$ cat config.mk
export PLATFORM = sky130hd
export DESIGN_NAME = wb_port_arbiter
export DESIGN_NICKNAME = d
export VERILOG_FILES = /design/src/rtl/wb_port_arbiter_pkg.sv /design/src/rtl/wb_result_fifo.sv /design/src/rtl/wb_port_arbiter.sv
export SDC_FILE = /design/constraint.sdc
export NUM_CORES = 1
export LEC_CHECK = 0
export ABC_AREA = 0
export CAP_MARGIN = 20
export CORE_UTILIZATION = 50
export DETAILED_ROUTE_END_ITERATION = 16
export PLACE_DENSITY = 0.8
export SLEW_MARGIN = 25
export SYNTH_ARGS = -nofsm -noshare
export SYNTH_HDL_FRONTEND = slang
export SYNTH_SLANG_ARGS = --single-unit
$ cat constraint.sdc
create_clock -name clk -period 2.4 [get_ports clk]
set_input_delay 0.24 -clock clk [delete_from_list [all_inputs] [get_ports clk]]
set_output_delay 0.24 -clock clk [all_outputs]
set_load 0.05 [all_outputs]
$ cat src/rtl/wb_port_arbiter_pkg.sv
// wb_port_arbiter_pkg: shared FSM encoding and write-back mux select constants
package wb_port_arbiter_pkg;
    typedef enum logic [1:0] {
        IDLE  = 2'd0,
        PEND  = 2'd1,
        DRAIN = 2'd2
    } state_t;
    localparam logic WB_SEL_PIPE = 1'b0;
    localparam logic WB_SEL_MC   = 1'b1;
endpackage

$ cat src/rtl/wb_result_fifo.sv
// wb_result_fifo: small synchronous FIFO holding {rd, data} multi-cycle results
module wb_result_fifo #(
    parameter int W     = 37,
    parameter int DEPTH = 2,
    parameter int NW    = $clog2(DEPTH) + 1
) (
    input  logic          clk,
    input  logic          rst,
    input  logic          push,
    input  logic          pop,
    input  logic [W-1:0]  data,
    output logic          full,
    output logic          empty,
    output logic [NW-1:0] count,
    output logic [W-1:0]  head
);
    localparam int PW = $clog2(DEPTH);
    logic [W-1:0] mem [DEPTH];
    logic [PW-1:0] wp, rp;
    logic do_push, do_pop;
    always_comb begin
        full = count == NW'(DEPTH);
        empty = count == '0;
        do_push = push && !full;
        do_pop = pop && !empty;
        head = mem[rp];
    end
    always_ff @(posedge clk) begin
        if (rst) begin
            wp <= '0;
            rp <= '0;
            count <= '0;
            for (int i = 0; i < DEPTH; i++) mem[i] <= '0;
        end else begin
            if (do_push) mem[wp] <= data;
            wp <= do_push ? wp + 1'b1 : wp;
            rp <= do_pop ? rp + 1'b1 : rp;
            count <= count + NW'(do_push) - NW'(do_pop);
        end
    end
endmodule

$ cat src/rtl/wb_port_arbiter.sv
// wb_port_arbiter: shares the register-file write port between pipeline and multi-cycle results
module wb_port_arbiter
    import wb_port_arbiter_pkg::*;
#(
    parameter int DW       = 32,
    parameter int AW       = 5,
    parameter int DEPTH    = 2,
    parameter int MAX_WAIT = 4
) (
    input  logic          clk,
    input  logic          rst,
    input  logic          pipe_valid,
    input  logic [AW-1:0] pipe_rd,
    input  logic          mc_valid,
    input  logic [AW-1:0] mc_rd,
    input  logic [DW-1:0] mc_data,
    output logic          mc_ready,
    output logic [DW-1:0] mc_head_data,
    output logic          wb_sel,
    output logic          wb_we,
    output logic [AW-1:0] wb_rd,
    output logic          pipe_stall
);
    localparam int CW = $clog2(MAX_WAIT + 1);
    localparam int NW = $clog2(DEPTH) + 1;
    state_t state;
    logic [CW-1:0] wait_cnt;
    logic full, empty, push, pop, last;
    logic [NW-1:0] count;
    logic [DW+AW-1:0] head;
    wb_result_fifo #(.W(DW + AW), .DEPTH(DEPTH), .NW(NW)) u_fifo (
        .clk(clk),
        .rst(rst),
        .push(push),
        .pop(pop),
        .data({mc_rd, mc_data}),
        .full(full),
        .empty(empty),
        .count(count),
        .head(head)
    );
    always_comb begin
        mc_ready = !rst && !full;
        push = mc_valid && mc_ready;
        wb_sel = (!rst && !empty && (state == DRAIN || (state == PEND && !pipe_valid))) ? WB_SEL_MC : WB_SEL_PIPE;
        pop = wb_sel == WB_SEL_MC;
        pipe_stall = !rst && state == DRAIN;
        wb_rd = rst ? '0 : (wb_sel == WB_SEL_MC) ? head[DW+AW-1:DW] : pipe_rd;
        wb_we = (pop || pipe_valid) && wb_rd != '0;
        last = count == NW'(1) && !push;
        mc_head_data = head[DW-1:0];
    end
    always_ff @(posedge clk) begin
        if (rst) begin
            state <= IDLE;
            wait_cnt <= '0;
        end else begin
            state <= (state == IDLE) ? (push ? PEND : IDLE) :
                     (state == PEND && !pop) ? ((wait_cnt == CW'(MAX_WAIT - 1)) ? DRAIN : PEND) :
                     (last ? IDLE : PEND);
            wait_cnt <= (state == PEND && !pop) ? wait_cnt + 1'b1 : '0;
        end
    end
endmodule
== Word-level counts from Yosys, hierarchy flattened ==
Memories as Yosys holds them, arrays and structs flattened. A register that Yosys moved wholly into a read port is not among the register bits.
Cells that the tools add are included.
Storage, ports and cells
  bits in registers: 9
  RAM bits: 74
  input port bits: 46
  logic and storage cells: 59
  memories kept: 1
Cells by class
  $add $sub $neg: 5
  equal/unequal tests: 5
  multiplexer cells: 18
  bitwise logic cells: 1
  reduce and logical (&&, ||, !) cells: 24
Memories
  u_fifo.mem: depth 2, width 37, rd ports 1, clocked after memory_dff 1, wr ports 2, line wb_result_fifo.sv:18  | logic [W-1:0] mem [DEPTH];
Operator list (count)
  2-to-1 mux 37 bit: 1
  OR reduction 37 bit: 1
  2-to-1 mux 1 bit: 12
  logical AND 1 bit: 11
  2-to-1 mux 5 bit: 2
  logical NOT 1 bit: 6
  2-to-1 mux 2 bit: 3
  nonzero test 5 bit: 1
  equality test 2 x 1 -> 1 bit (second input constant): 2
  equality test 2 bit (second input constant): 2
  logical NOT 2 bit: 2
  adder 3 x 1 -> 3 bit (second input constant): 1
  equality test 3 x 2 -> 1 bit (second input constant): 1
  adder 1 bit (second input constant): 2
  adder 2 x 1 -> 2 bit: 1
  logical OR 1 bit: 2
  OR reduction 2 bit: 1
  subtractor 2 x 1 -> 2 bit: 1
  inverter 1 bit: 1

== Logic depth before layout (Yosys ltp) ==
Gate-level depths: netlist (run 1).
  depth in word-level cells: 10
  mapped depth: 10

== Cells and area by module ==
From an unflattened synthesis (run 1), not the netlist that was laid out.
Second synthesis, totals
  cell total of the unflattened synthesis: 312
  area total of the unflattened synthesis: 3868.7 µm²
Modules (own cells, without submodules)
  wb_result_fifo: instances 1, cells an instance 266, area each 3477.1 µm²
  wb_port_arbiter: instances 1, cells an instance 46, area each 391.6 µm²

== Least setup slack after synthesis (run 1) ==
No wires, ideal clock.
  path type: reg-to-output
  start: register state[0]
  end: output port wb_rd[0]
  data arrival time: 2.218 ns
  data required time: 2.160 ns
  slack: -0.058 ns
  stages on the path, launching flop included: 5
  buffers on the path: 0
  cells stage by stage: dfxtp_1 -> or3b_4 -> a21oi_4 -> nor2_1 -> a211oi_1
On the way
  longest elaborated chain between the ends: 7
RTL lines
  from (decl): line wb_port_arbiter.sv:26  | state_t state;
  from (signal assigned): line wb_port_arbiter.sv:58  | state <= (state == IDLE) ? (push ? PEND : IDLE) :
  equality test 2 x 1 -> 1 bit: line wb_port_arbiter.sv:45  | wb_sel = (!rst && !empty && (state == DRAIN || (state == PEND && !pipe_valid))) ? WB_SEL_MC : WB_SEL_PIPE;
  logical AND 1 bit: line wb_port_arbiter.sv:45
  logical OR 1 bit (*): line wb_port_arbiter.sv:45
  logical AND 1 bit (*): line wb_port_arbiter.sv:45
  2-to-1 mux 1 bit (*): line wb_port_arbiter.sv:45
  2-to-1 mux 5 bit (*) (2 in series): line wb_port_arbiter.sv:48  | wb_rd = rst ? '0 : (wb_sel == WB_SEL_MC) ? head[DW+AW-1:DW] : pipe_rd;
  to (decl): line wb_port_arbiter.sv:21  | output logic [AW-1:0] wb_rd,
Every way passes the cells marked *; elsewhere a longest branch is shown, timed or not.

== Final worst setup path (run 1) ==
Same ends and word-level chain as after synthesis.

==> results.json, run 1 <==
{
  "status": "finished, final reports clean",
  "timing.critical_path.fanout_max": 15,
  "yosys.cell_count.top_type": "sky130_fd_sc_hd__edfxtp_1",
  "wl_um": 7600,
  "floorplan.rows": 31,
  "cts_tree": "yes",
  "htree_num_levels": 3,
  "io-pin-count": 87,
  "drcViolationCount": 0,
  "crit_path_cell_trace": "or3b_4, a21oi_4, buf_4, nor2_1, a211oi_2, buf_12",
  "routedWlPerCell_um": 16.2,
  "netlist.area_leader.share_pct": 58.4,
  "first_global_vias": 2446,
  "final_max_slew_viol_count": 0,
  "timing.max_cap.violations": 0,
  "vdd.ir_drop.worst_uv": 337,
  "final_period_minus_worst_setup_slack_ps": 2280,
  "hp-class": "reg -> reg",
  "grt_antenna_before_repair": 0,
  "fmax_ghz": 0.438,
  "clock_skew_ps": 12.3,
  "synth.yosys.seq_area_share_pct": 63.7,
  "start_util_pct": 52.2,
  "tot_gr_track_use_pct": 19.9,
  "timing.final.setup_violations": 0,
  "holdBufCountCts": 0,
  "grt_pass1_wl_um": 11700,
  "syn_area_cell_um2": 13.9,
  "place_congestion": 0.743,
  "layout-area-overhead-vs-synth_pct": 31.6,
  "synth_cell_type_count": 37,
  "synth_async_sr_flop_share_pct": 0,
  "gr_overflow_total": 0,
  "antenna-diode-count": 0,
  "cp_data_required_time_ps": 2160,
  "netlist_area_mm2": 0.00380,
  "firstDrtPassIters": 4,
  "worst_slew_margin_rel_pct": 68.4,
  "timing.critical_path.to_type": "output pin",
  "fin_setup_tns_ps": 0,
  "final_nets": 415,
  "postSynthRegisterBits": 84,
  "finalHoldViolCount": 0,
  "critPathKind": "reg -> out",
  "synth_top_flop_cell": "sky130_fd_sc_hd__edfxtp_1",
  "rsz0062_at_grt": "false",
  "detailedPlacementHpwl_um": 5180,
  "detailedRoute.firstIterationViolations": 117,
  "path_clk_slew_ps": 80,
  "yosysWarningCount": 0,
  "core_area_mm2": 0.00729,
  "cts-buffers-inserted": 9,
  "place_ws_ps": 95.9,
  "synth_area_leaders": "sky130_fd_sc_hd__edfxtp_1, sky130_fd_sc_hd__mux2_2, sky130_fd_sc_hd__and2_1, sky130_fd_sc_hd__and3_1, sky130_fd_sc_hd__dfxtp_1",
  "critical_path.slowest_cell": "sky130_fd_sc_hd__or3b_4",
  "final_min_period_over_clock_period_pct": 95.2,
  "worst_slew_pin_slew_ps": 473,
  "critPathMaxStageDelay_ps": 410,
  "vias_per_cell": 5.26,
  "fin_ws_ps": 116,
  "grt_max_degree": 38,
  "floorplan.die_area_mm2": 0.00796,
  "power_density_mw_per_mm2": 655,
  "startpoint_type": "flop",
  "synth_fp_nets": 324,
  "port-buffer-count": 86,
  "layout-drive-gt1-share_pct": 30.5,
  "hold-path-cell-count": 1,
  "cts-root-to-sink-buffers": 2,
  "root_buffer": "sky130_fd_sc_hd__clkbuf_8",
  "clock_insertion_delay_worst_skew_ps": 340,
  "synth_cells": 274,
  "worst_r2r_path_depth": 9,
  "die_w_um": 89.2,
  "synth_commonest_cells": "sky130_fd_sc_hd__edfxtp_1, sky130_fd_sc_hd__and2_1, sky130_fd_sc_hd__and3_1, sky130_fd_sc_hd__mux2_2, sky130_fd_sc_hd__nor2_1",
  "chipHeight_um": 89.2,
  "number_of_enable_flip_flop_cells_after_synthesis": 74,
  "yosys.area.top_type": "sky130_fd_sc_hd__edfxtp_1",
  "clock-sinks": 84,
  "dr_total_vias": 2467,
  "arrival_ps": 2040,
  "p_leak_nw": 2.05,
  "drt.antenna.violating_nets": 0
}
-- state kept, by name, indices dropped and copies added, names as in the netlist, named ones only --
signal	count
state	2
u_fifo.count	2
u_fifo.mem	74
u_fifo.rp	1
u_fifo.wp	1
wait_cnt	3
-- critical path, delay by kind of cell (launching register included) --
kind / cells / cell delay [ps]
buf+inv: 2 / 410
simple gates: 2 / 490
flops: 1 / 390
compound gates: 2 / 430
-- per-stage QoR --
| step | cell area (um2) | utilization, % | hold WS, ps | instances | power (mW) |
|---|---|---|---|---|---|
| floorplan | 3830 | - | 399 | 274 | 2.16 |
| global placement | 4830 | 66.2 | 408 | 453 | 2.42 |
| detailed placement | 4830 | 66.2 | 423 | 453 | 2.44 |
| CTS | 5000 | 68.6 | 434 | 469 | 3.31 |
| global route | 5000 | 68.6 | 454 | 469 | 3.41 |
| finish | 5000 | 68.6 | 436 | 469 | 3.28 |
-- per-layer routing --
metal	track usage [%]	up-vias	share of wire, %	wire, um
li1	-	1181	-	-
met1	24.6	1230	42	3220
met2	35.5	54	54	4080
met3	3.42	2	3.3	254
met4	6.35	0	0.49	37
met5	0	-	0	0
-- worst paths after layout --
check / start / end / slack, ps
setup / recovery: state[0] / wb_rd[0] / 120
hold / removal: wait_cnt[0] / wait_cnt[0] / 440
setup reg to reg: state[0] / u_fifo.count[1] / 400
hold reg to reg: wait_cnt[0] / wait_cnt[0] / 440
-- repair_timing --
item                                   4_1_cts  5_1_grt
endpoints found under the hold margin        0        0
setup buffers                                0        0
gates resized for setup                      0        0
setup endpoints to repair                    0        1
-- cells by family after synthesis --
family                   after synthesis  synth area share, %
adder cells (fa/ha/maj)                4                 1.32
flip-flops                            84                 63.7
XOR/XNOR                               4                0.921
AND/OR/NAND/NOR                      106                 16.8
AO/OA/AOI/OAI                         16                 3.65
buffers and inverters                 23                 2.86
multiplexers                          37                 10.8
-- final cells by class --
class	count	area (um2)
Clock buffer	9	124
Clock inverter	7	52.6
Fill cell	548	2290
Inverter	4	15.0
Multi-Input combinational cell	167	1300
Sequential cell	84	2420
Tap cell	99	124
Timing Repair Buffer	99	968
-- cell usage in the layout, fill, tap and decap left out, types with 3 or more instances in the layout --
cell type	count
sky130_fd_sc_hd__a211oi_2	5
sky130_fd_sc_hd__and2_1	39
sky130_fd_sc_hd__and3_1	37
sky130_fd_sc_hd__buf_12	9
sky130_fd_sc_hd__buf_4	45
sky130_fd_sc_hd__clkbuf_8	9
sky130_fd_sc_hd__clkdlybuf4s50_1	45
sky130_fd_sc_hd__clkinvlp_4	3
sky130_fd_sc_hd__dfxtp_1	9
sky130_fd_sc_hd__edfxtp_1	74
sky130_fd_sc_hd__ha_1	4
sky130_fd_sc_hd__inv_1	4
sky130_fd_sc_hd__mux2_2	32
sky130_fd_sc_hd__mux2i_1	5
sky130_fd_sc_hd__nor2_1	14
sky130_fd_sc_hd__nor2b_1	4
sky130_fd_sc_hd__xnor2_1	3
-- power by group --
| part | switching [mW] | internal, mW |
|---|---|---|
| Clock | 0.505 | 0.379 |
| Sequential | 0.0383 | 1.69 |
| Combinational | 0.400 | 0.265 |
| Total | 0.943 | 2.34 |
(Power assumes the default switching activity.)
==> inputs of run 2 (changes only) <==
- ABC_AREA: 0 -> 1
- CORE_UTILIZATION: 50 -> 51
==> run 2 against run 1 <==
Effect of this change: die area rose by 2.7%; via count up 18%; count of clock-buffer cells in the layout did not move; largest cell class unchanged; highest routed layer unchanged.
==> results.json, run 2 <==
{
  "tot_gr_track_use_pct": 21.0,
  "syn_area_cell_um2": 9.77,
  "timing.critical_path.to_type": "output pin",
  "synth-simple-area-share_pct": 27.0,
  "post-route-cell-area_mm2": 0.00553,
  "netlist_area_mm2": 0.00399,
  "vdd.ir_drop.worst_uv": 473,
  "largestRegisters": "u_fifo.mem (74), wait_cnt (3)",
  "fmax_ghz": 0.455,
  "detailedRoute.firstIterationViolations": 143,
  "drt.antenna.violating_nets": 0,
  "cts_tree": "yes",
  "synth.mux.area_fraction_pct": 0,
  "timing.max_cap.violations": 0,
  "postSynthRegisterBits": 84,
  "synth_cell_type_count": 26,
  "clock_insertion_delay_worst_skew_ps": 340,
  "synth_commonest_cells": "sky130_fd_sc_hd__nand2_1, sky130_fd_sc_hd__edfxtp_1, sky130_fd_sc_hd__nor2_1, sky130_fd_sc_hd__inv_1, sky130_fd_sc_hd__nor2_4",
  "synth_top_flop_cell": "sky130_fd_sc_hd__edfxtp_1",
  "fill_cells": 516,
  "port-buffer-count": 86,
  "grt_antenna_before_repair": 0,
  "number_of_enable_flip_flop_cells_after_synthesis": 74,
  "routedWlPerCell_um": 13.3,
  "fin_ws_ps": 202,
  "critPathKind": "reg -> out",
  "synth_fp_nets": 458,
  "layout-area-overhead-vs-synth_pct": 38.7,
  "path_clk_slew_ps": 80,
  "cp_data_required_time_ps": 2160,
  "clock_skew_ps": 10.3,
  "synth_async_sr_flop_share_pct": 0,
  "detailedPlacementHpwl_um": 5550,
  "wl_um": 8020,
  "layout-drive-gt1-share_pct": 20.3,
  "largest_family_of_logic_cells_by_synthesized_area": "simple AND/OR/NAND/NOR gates",
  "synth-xor-area-share_pct": 0.220,
  "final_nets": 547,
  "synth.yosys.seq_area_share_pct": 60.8,
  "place_congestion": 0.795,
  "io-pin-count": 87,
  "timing.critical_path.fanout_max": 25,
  "placed_inst_area_mm2": 0.00531,
  "cts-root-to-sink-buffers": 2,
  "vias_per_cell": 4.83,
  "dr_total_vias": 2902,
  "netlist.area_leader.share_pct": 55.8,
  "place_ws_ps": 159,
  "yosys.cell_count.top_type": "sky130_fd_sc_hd__nand2_1",
  "worst_slew_margin_rel_pct": 67.0,
  "startpoint_type": "flop",
  "synth_fa_ha_area_share_pct": 1.26,
  "final_period_minus_worst_setup_slack_ps": 2200,
  "clock-sinks": 84,
  "grt_max_degree": 38,
  "grt_pass1_wl_um": 13400,
  "power_density_mw_per_mm2": 650,
  "die_w_um": 90.4,
  "timing.final.setup_violations": 0,
  "cts_post_setup_buffers_inserted": 0,
  "yosys.area.top_type": "sky130_fd_sc_hd__edfxtp_1",
  "worst_slew_pin_slew_ps": 494,
  "layout.cells.most_common": "sky130_fd_sc_hd__nand2_1",
  "finalHoldViolCount": 0,
  "synth_area_leaders": "sky130_fd_sc_hd__edfxtp_1, sky130_fd_sc_hd__nand2_1, sky130_fd_sc_hd__nor2_1, sky130_fd_sc_hd__inv_1, sky130_fd_sc_hd__nor2_4",
  "floorplan.rows": 31,
  "start_util_pct": 53.8,
  "chipHeight_um": 90.4,
  "mostFrequentLayoutCells": "sky130_fd_sc_hd__nand2_1, sky130_fd_sc_hd__edfxtp_1, sky130_fd_sc_hd__nor2_1",
  "firstDrtPassIters": 4,
  "htree_num_levels": 3,
  "holdBufCountCts": 0,
  "floorplan.die_area_mm2": 0.00817,
  "final_max_slew_viol_count": 0,
  "root_buffer": "sky130_fd_sc_hd__clkbuf_8",
  "arrival_ps": 1960,
  "status": "finished, final reports clean",
  "largest_reg_flops": 74,
  "rsz0062_at_grt": "false",
  "cts-resized-gates": 0,
  "synth_cells": 408,
  "final_min_period_over_clock_period_pct": 91.6,
  "yosysWarningCount": 0,
  "max_flop_register": "u_fifo.mem",
  "first_global_vias": 2988,
  "core_area_mm2": 0.00741,
  "p_leak_nw": 2.50,
  "gr_overflow_total": 0,
  "hp-class": "reg -> reg",
  "drcViolationCount": 0,
  "antenna-diode-count": 0,
  "synth-compound-area-share_pct": 1.22,
  "fin_setup_tns_ps": 0,
  "cts-buffers-inserted": 9
}
==> run 2: cell count changes after synthesis, sizes merged, moves of 32 or more <==
cell / delta
and3: -37
mux2: -32
nand2: +120
and2: -37
nor2: +76
inv: +62
==> run 2: area by class of cell <==
type,count,area (um2),area share [%]
Clock buffer,9,124,2.24
Clock inverter,7,90.1,1.63
Inverter,66,248,4.48
Multi-Input combinational cell,241,1190,21.5
Sequential cell,84,2420,43.8
Tap cell,99,124,2.24
Timing Repair Buffer,95,1330,24.1
==> run 2: final timing paths <==
kind / startpoint / end / slack (ps) / cells past startpoint
setup / recovery: flop / wb_we / 200 / 9
hold / removal: wait_cnt[0] / wait_cnt[0] / 430 / 1
setup reg to reg: state[0] / u_fifo.count[1] / 470 / 11
hold reg to reg: wait_cnt[0] / wait_cnt[0] / 430 / 1
==> run 2: metrics by stage <==
stage | util [%] | hold WS, ps | std cells | power, mW
after detailed placement | 71.7 | 418 | 585 | 2.56
after global placement | 71.7 | 406 | 585 | 2.54
after CTS | 74.6 | 430 | 601 | 3.61
after floorplan | - | 311 | 408 | 2.16
after global routing | 74.6 | 440 | 601 | 3.73
final | 74.6 | 428 | 601 | 3.59
==> run 2: cells by family (layout without fill, tap and decap cells) <==
kind of cell / Yosys count / count (layout)
buf+inv: 83 / 177
compound gates: 9 / 9
xor+xnor: 1 / 1
fa+ha+maj: 4 / 4
simple gates: 227 / 227
flops: 84 / 84
==> run 2: power by group <==
part / switching [mW] / internal, mW / leakage [nW]
clock network: 0.487 / 0.583 / 0.107
registers: 0.0279 / 1.69 / 0.855
logic: 0.457 / 0.350 / 1.54
==> run 2: per-layer routing <==
layer | part of all wire [%] | global-route usage (%) | vias to the layer above
met2 | 55 | 40.0 | 86
met4 | 1.9 | 9.54 | 0
li1 | - | - | 1433
met3 | 3.4 | 3.11 | 12
met1 | 40 | 22.6 | 1371
met5 | 0 | 0 | -
==> run 2: worst max-delay path, cell delays in order (launching register included) <==
cell                      delay (ps)
sky130_fd_sc_hd__dfxtp_1         330
sky130_fd_sc_hd__inv_2           360
sky130_fd_sc_hd__nand2_1          90
sky130_fd_sc_hd__and2_0          160
sky130_fd_sc_hd__nand3_1         110
sky130_fd_sc_hd__nand3_2         100
sky130_fd_sc_hd__nand3_2          80
sky130_fd_sc_hd__nor2_1           50
sky130_fd_sc_hd__nor2_1          170
sky130_fd_sc_hd__buf_12          170
==> inputs of run 3 (changes only) <==
- GPL_ROUTABILITY_DRIVEN: default -> 0
- PLACE_DENSITY: 0.8 -> 0.79
==> run 3 against run 2 <==
Effect of this change: clock skew grew 1.6 ps; register-to-register slack lost 20 ps; clock power shrank 7%; critical path type unchanged; highest routed layer unchanged; largest power group unchanged; critical endpoint unchanged.
==> results.json, run 3 (synthesis results as in run 2) <==
{
  "root_buffer": "sky130_fd_sc_hd__clkbuf_8",
  "final_period_minus_worst_setup_slack_ps": 2090,
  "max_flop_register": "u_fifo.mem",
  "cts_tree": "yes",
  "start_util_pct": 53.8,
  "clock_skew_ps": 11.9,
  "largestRegisters": "u_fifo.mem (74), wait_cnt (3)",
  "grt_pass1_wl_um": 12900,
  "htree_num_levels": 3,
  "hp-class": "reg -> reg",
  "clock-sinks": 84,
  "gr_overflow_total": 0,
  "cts-root-to-sink-buffers": 2,
  "pwr-share-clk_pct": 29.8,
  "cts_post_setup_buffers_inserted": 0,
  "arrival_ps": 1850,
  "worst_r2r_path_depth": 11,
  "floorplan.die_area_mm2": 0.00817,
  "timing.critical_path.to_type": "output pin",
  "largest_reg_flops": 74,
  "core_area_mm2": 0.00741,
  "final_min_period_over_clock_period_pct": 87.2,
  "vias_per_cell": 4.81,
  "vdd.ir_drop.worst_uv": 372,
  "p_leak_nw": 2.35,
  "fin_setup_tns_ps": 0,
  "firstDrtPassIters": 4,
  "reg2reg_setup_slack_ps": 450,
  "whs_ps": 422,
  "holdBufCountCts": 0,
  "io-pin-count": 87,
  "timing.rr.end": "u_fifo.count[1]",
  "first_global_vias": 2903,
  "layout.cells.most_common": "sky130_fd_sc_hd__nand2_1",
  "min_to": "wait_cnt[0]",
  "die_w_um": 90.4,
  "layout-area-overhead-vs-synth_pct": 27.2,
  "mostFrequentLayoutCells": "sky130_fd_sc_hd__nand2_1, sky130_fd_sc_hd__edfxtp_1, sky130_fd_sc_hd__nor2_1",
  "combinationalPowerShare_pct": 19.1,
  "final_nets": 548,
  "fin_total_pwr_mw": 3.36,
  "critPathKind": "reg -> out",
  "power_density_mw_per_mm2": 663,
  "fmax_ghz": 0.478,
  "port-buffer-count": 86,
  "min_from": "wait_cnt[0]",
  "grt_antenna_before_repair": 0,
  "internal_power_mw": 2.40,
  "wl_um": 7820,
  "detailedRoute.firstIterationViolations": 141,
  "worst_slew_pin_slew_ps": 492,
  "power_frac_seq_pct": 51.1,
  "hold-path-cell-count": 1,
  "cts-buffers-inserted": 9,
  "timing.rr.start": "state[0]",
  "detailedPlacementHpwl_um": 5280,
  "clock_insertion_delay_worst_skew_ps": 350,
  "timing.critical_path.fanout_max": 12,
  "timing.final.setup_violations": 0,
  "rsz0062_at_grt": "false",
  "status": "finished, final reports clean",
  "fin_util_pct": 68.4,
  "worst_slew_margin_rel_pct": 67.1,
  "p_sw_mw": 0.965,
  "tot_gr_track_use_pct": 20.3,
  "critPathLaunch": "u_fifo.count[1]",
  "drt.antenna.violating_nets": 0,
  "timing.max_cap.violations": 0,
  "floorplan.rows": 31,
  "chipHeight_um": 90.4,
  "fill_cells": 576,
  "place_ws_ps": 113,
  "dr_total_vias": 2896,
  "fin_ws_ps": 307,
  "drcViolationCount": 0,
  "path_clk_slew_ps": 70,
  "cts-resized-gates": 0,
  "cp_data_required_time_ps": 2160,
  "grt_max_degree": 38,
  "p_sw_share_pct": 28.7,
  "final_max_slew_viol_count": 0,
  "routedWlPerCell_um": 13.0,
  "startpoint_type": "flop",
  "antenna-diode-count": 0,
  "layout-drive-gt1-share_pct": 20.5,
  "finalHoldViolCount": 0
}
-- run 3: metrics by stage --
stage | instance area [um2] | std cells
3_5_place_dp | 4870 | 586
3_3_place_gp | 4870 | 586
2_1_floorplan | 3990 | 408
6_report | 5070 | 602
5_1_grt | 5070 | 602
4_1_cts | 5070 | 602
-- run 3: critical path, stage by stage, from the launching register on --
cell                      delay (ps)
sky130_fd_sc_hd__dfxtp_1         400
sky130_fd_sc_hd__nor2_1           90
sky130_fd_sc_hd__nor2_4          150
sky130_fd_sc_hd__nand2_2         200
sky130_fd_sc_hd__nand2_1         120
sky130_fd_sc_hd__nand3_1         110
sky130_fd_sc_hd__nand3_2         110
sky130_fd_sc_hd__nor2_1           40
sky130_fd_sc_hd__nor2_1           80
sky130_fd_sc_hd__buf_4           200
-- run 3: cell type report --
class / instances / area (um2) / area share, %
flip-flops and latches: 84 / 2420 / 47.8
multi-input cells: 241 / 1190 / 23.4
repair buffers: 96 / 888 / 17.5
inverters: 66 / 248 / 4.89
clock buffers: 10 / 128 / 2.52
well taps: 99 / 124 / 2.44
clock inverters: 6 / 71.3 / 1.41
-- run 3: worst max path at each step --
stage	slack, ps	to
global placement	200	u_fifo.count[1]
detailed placement	110	u_fifo.count[1]
floorplan	60	u_fifo.mem[0][0]
CTS	290	wb_we
global route	130	wb_we
finish	310	wb_we
-- run 3: routing by layer --
metal	wire (um)	global-route usage (%)
met5	0	0
met4	156	10.5
met2	4300	36.1
met1	3080	23.7
met3	288	2.95
-- run 3: power by group through the flow --
stage	registers (mW)	clock network [mW]	logic, mW
3_5_place_dp	1.75	0	0.644
6_report	1.72	1.00	0.642
4_1_cts	1.72	1.02	0.647
3_3_place_gp	1.74	0	0.634
5_1_grt	1.72	1.08	0.686
2_1_floorplan	1.74	0	0.414
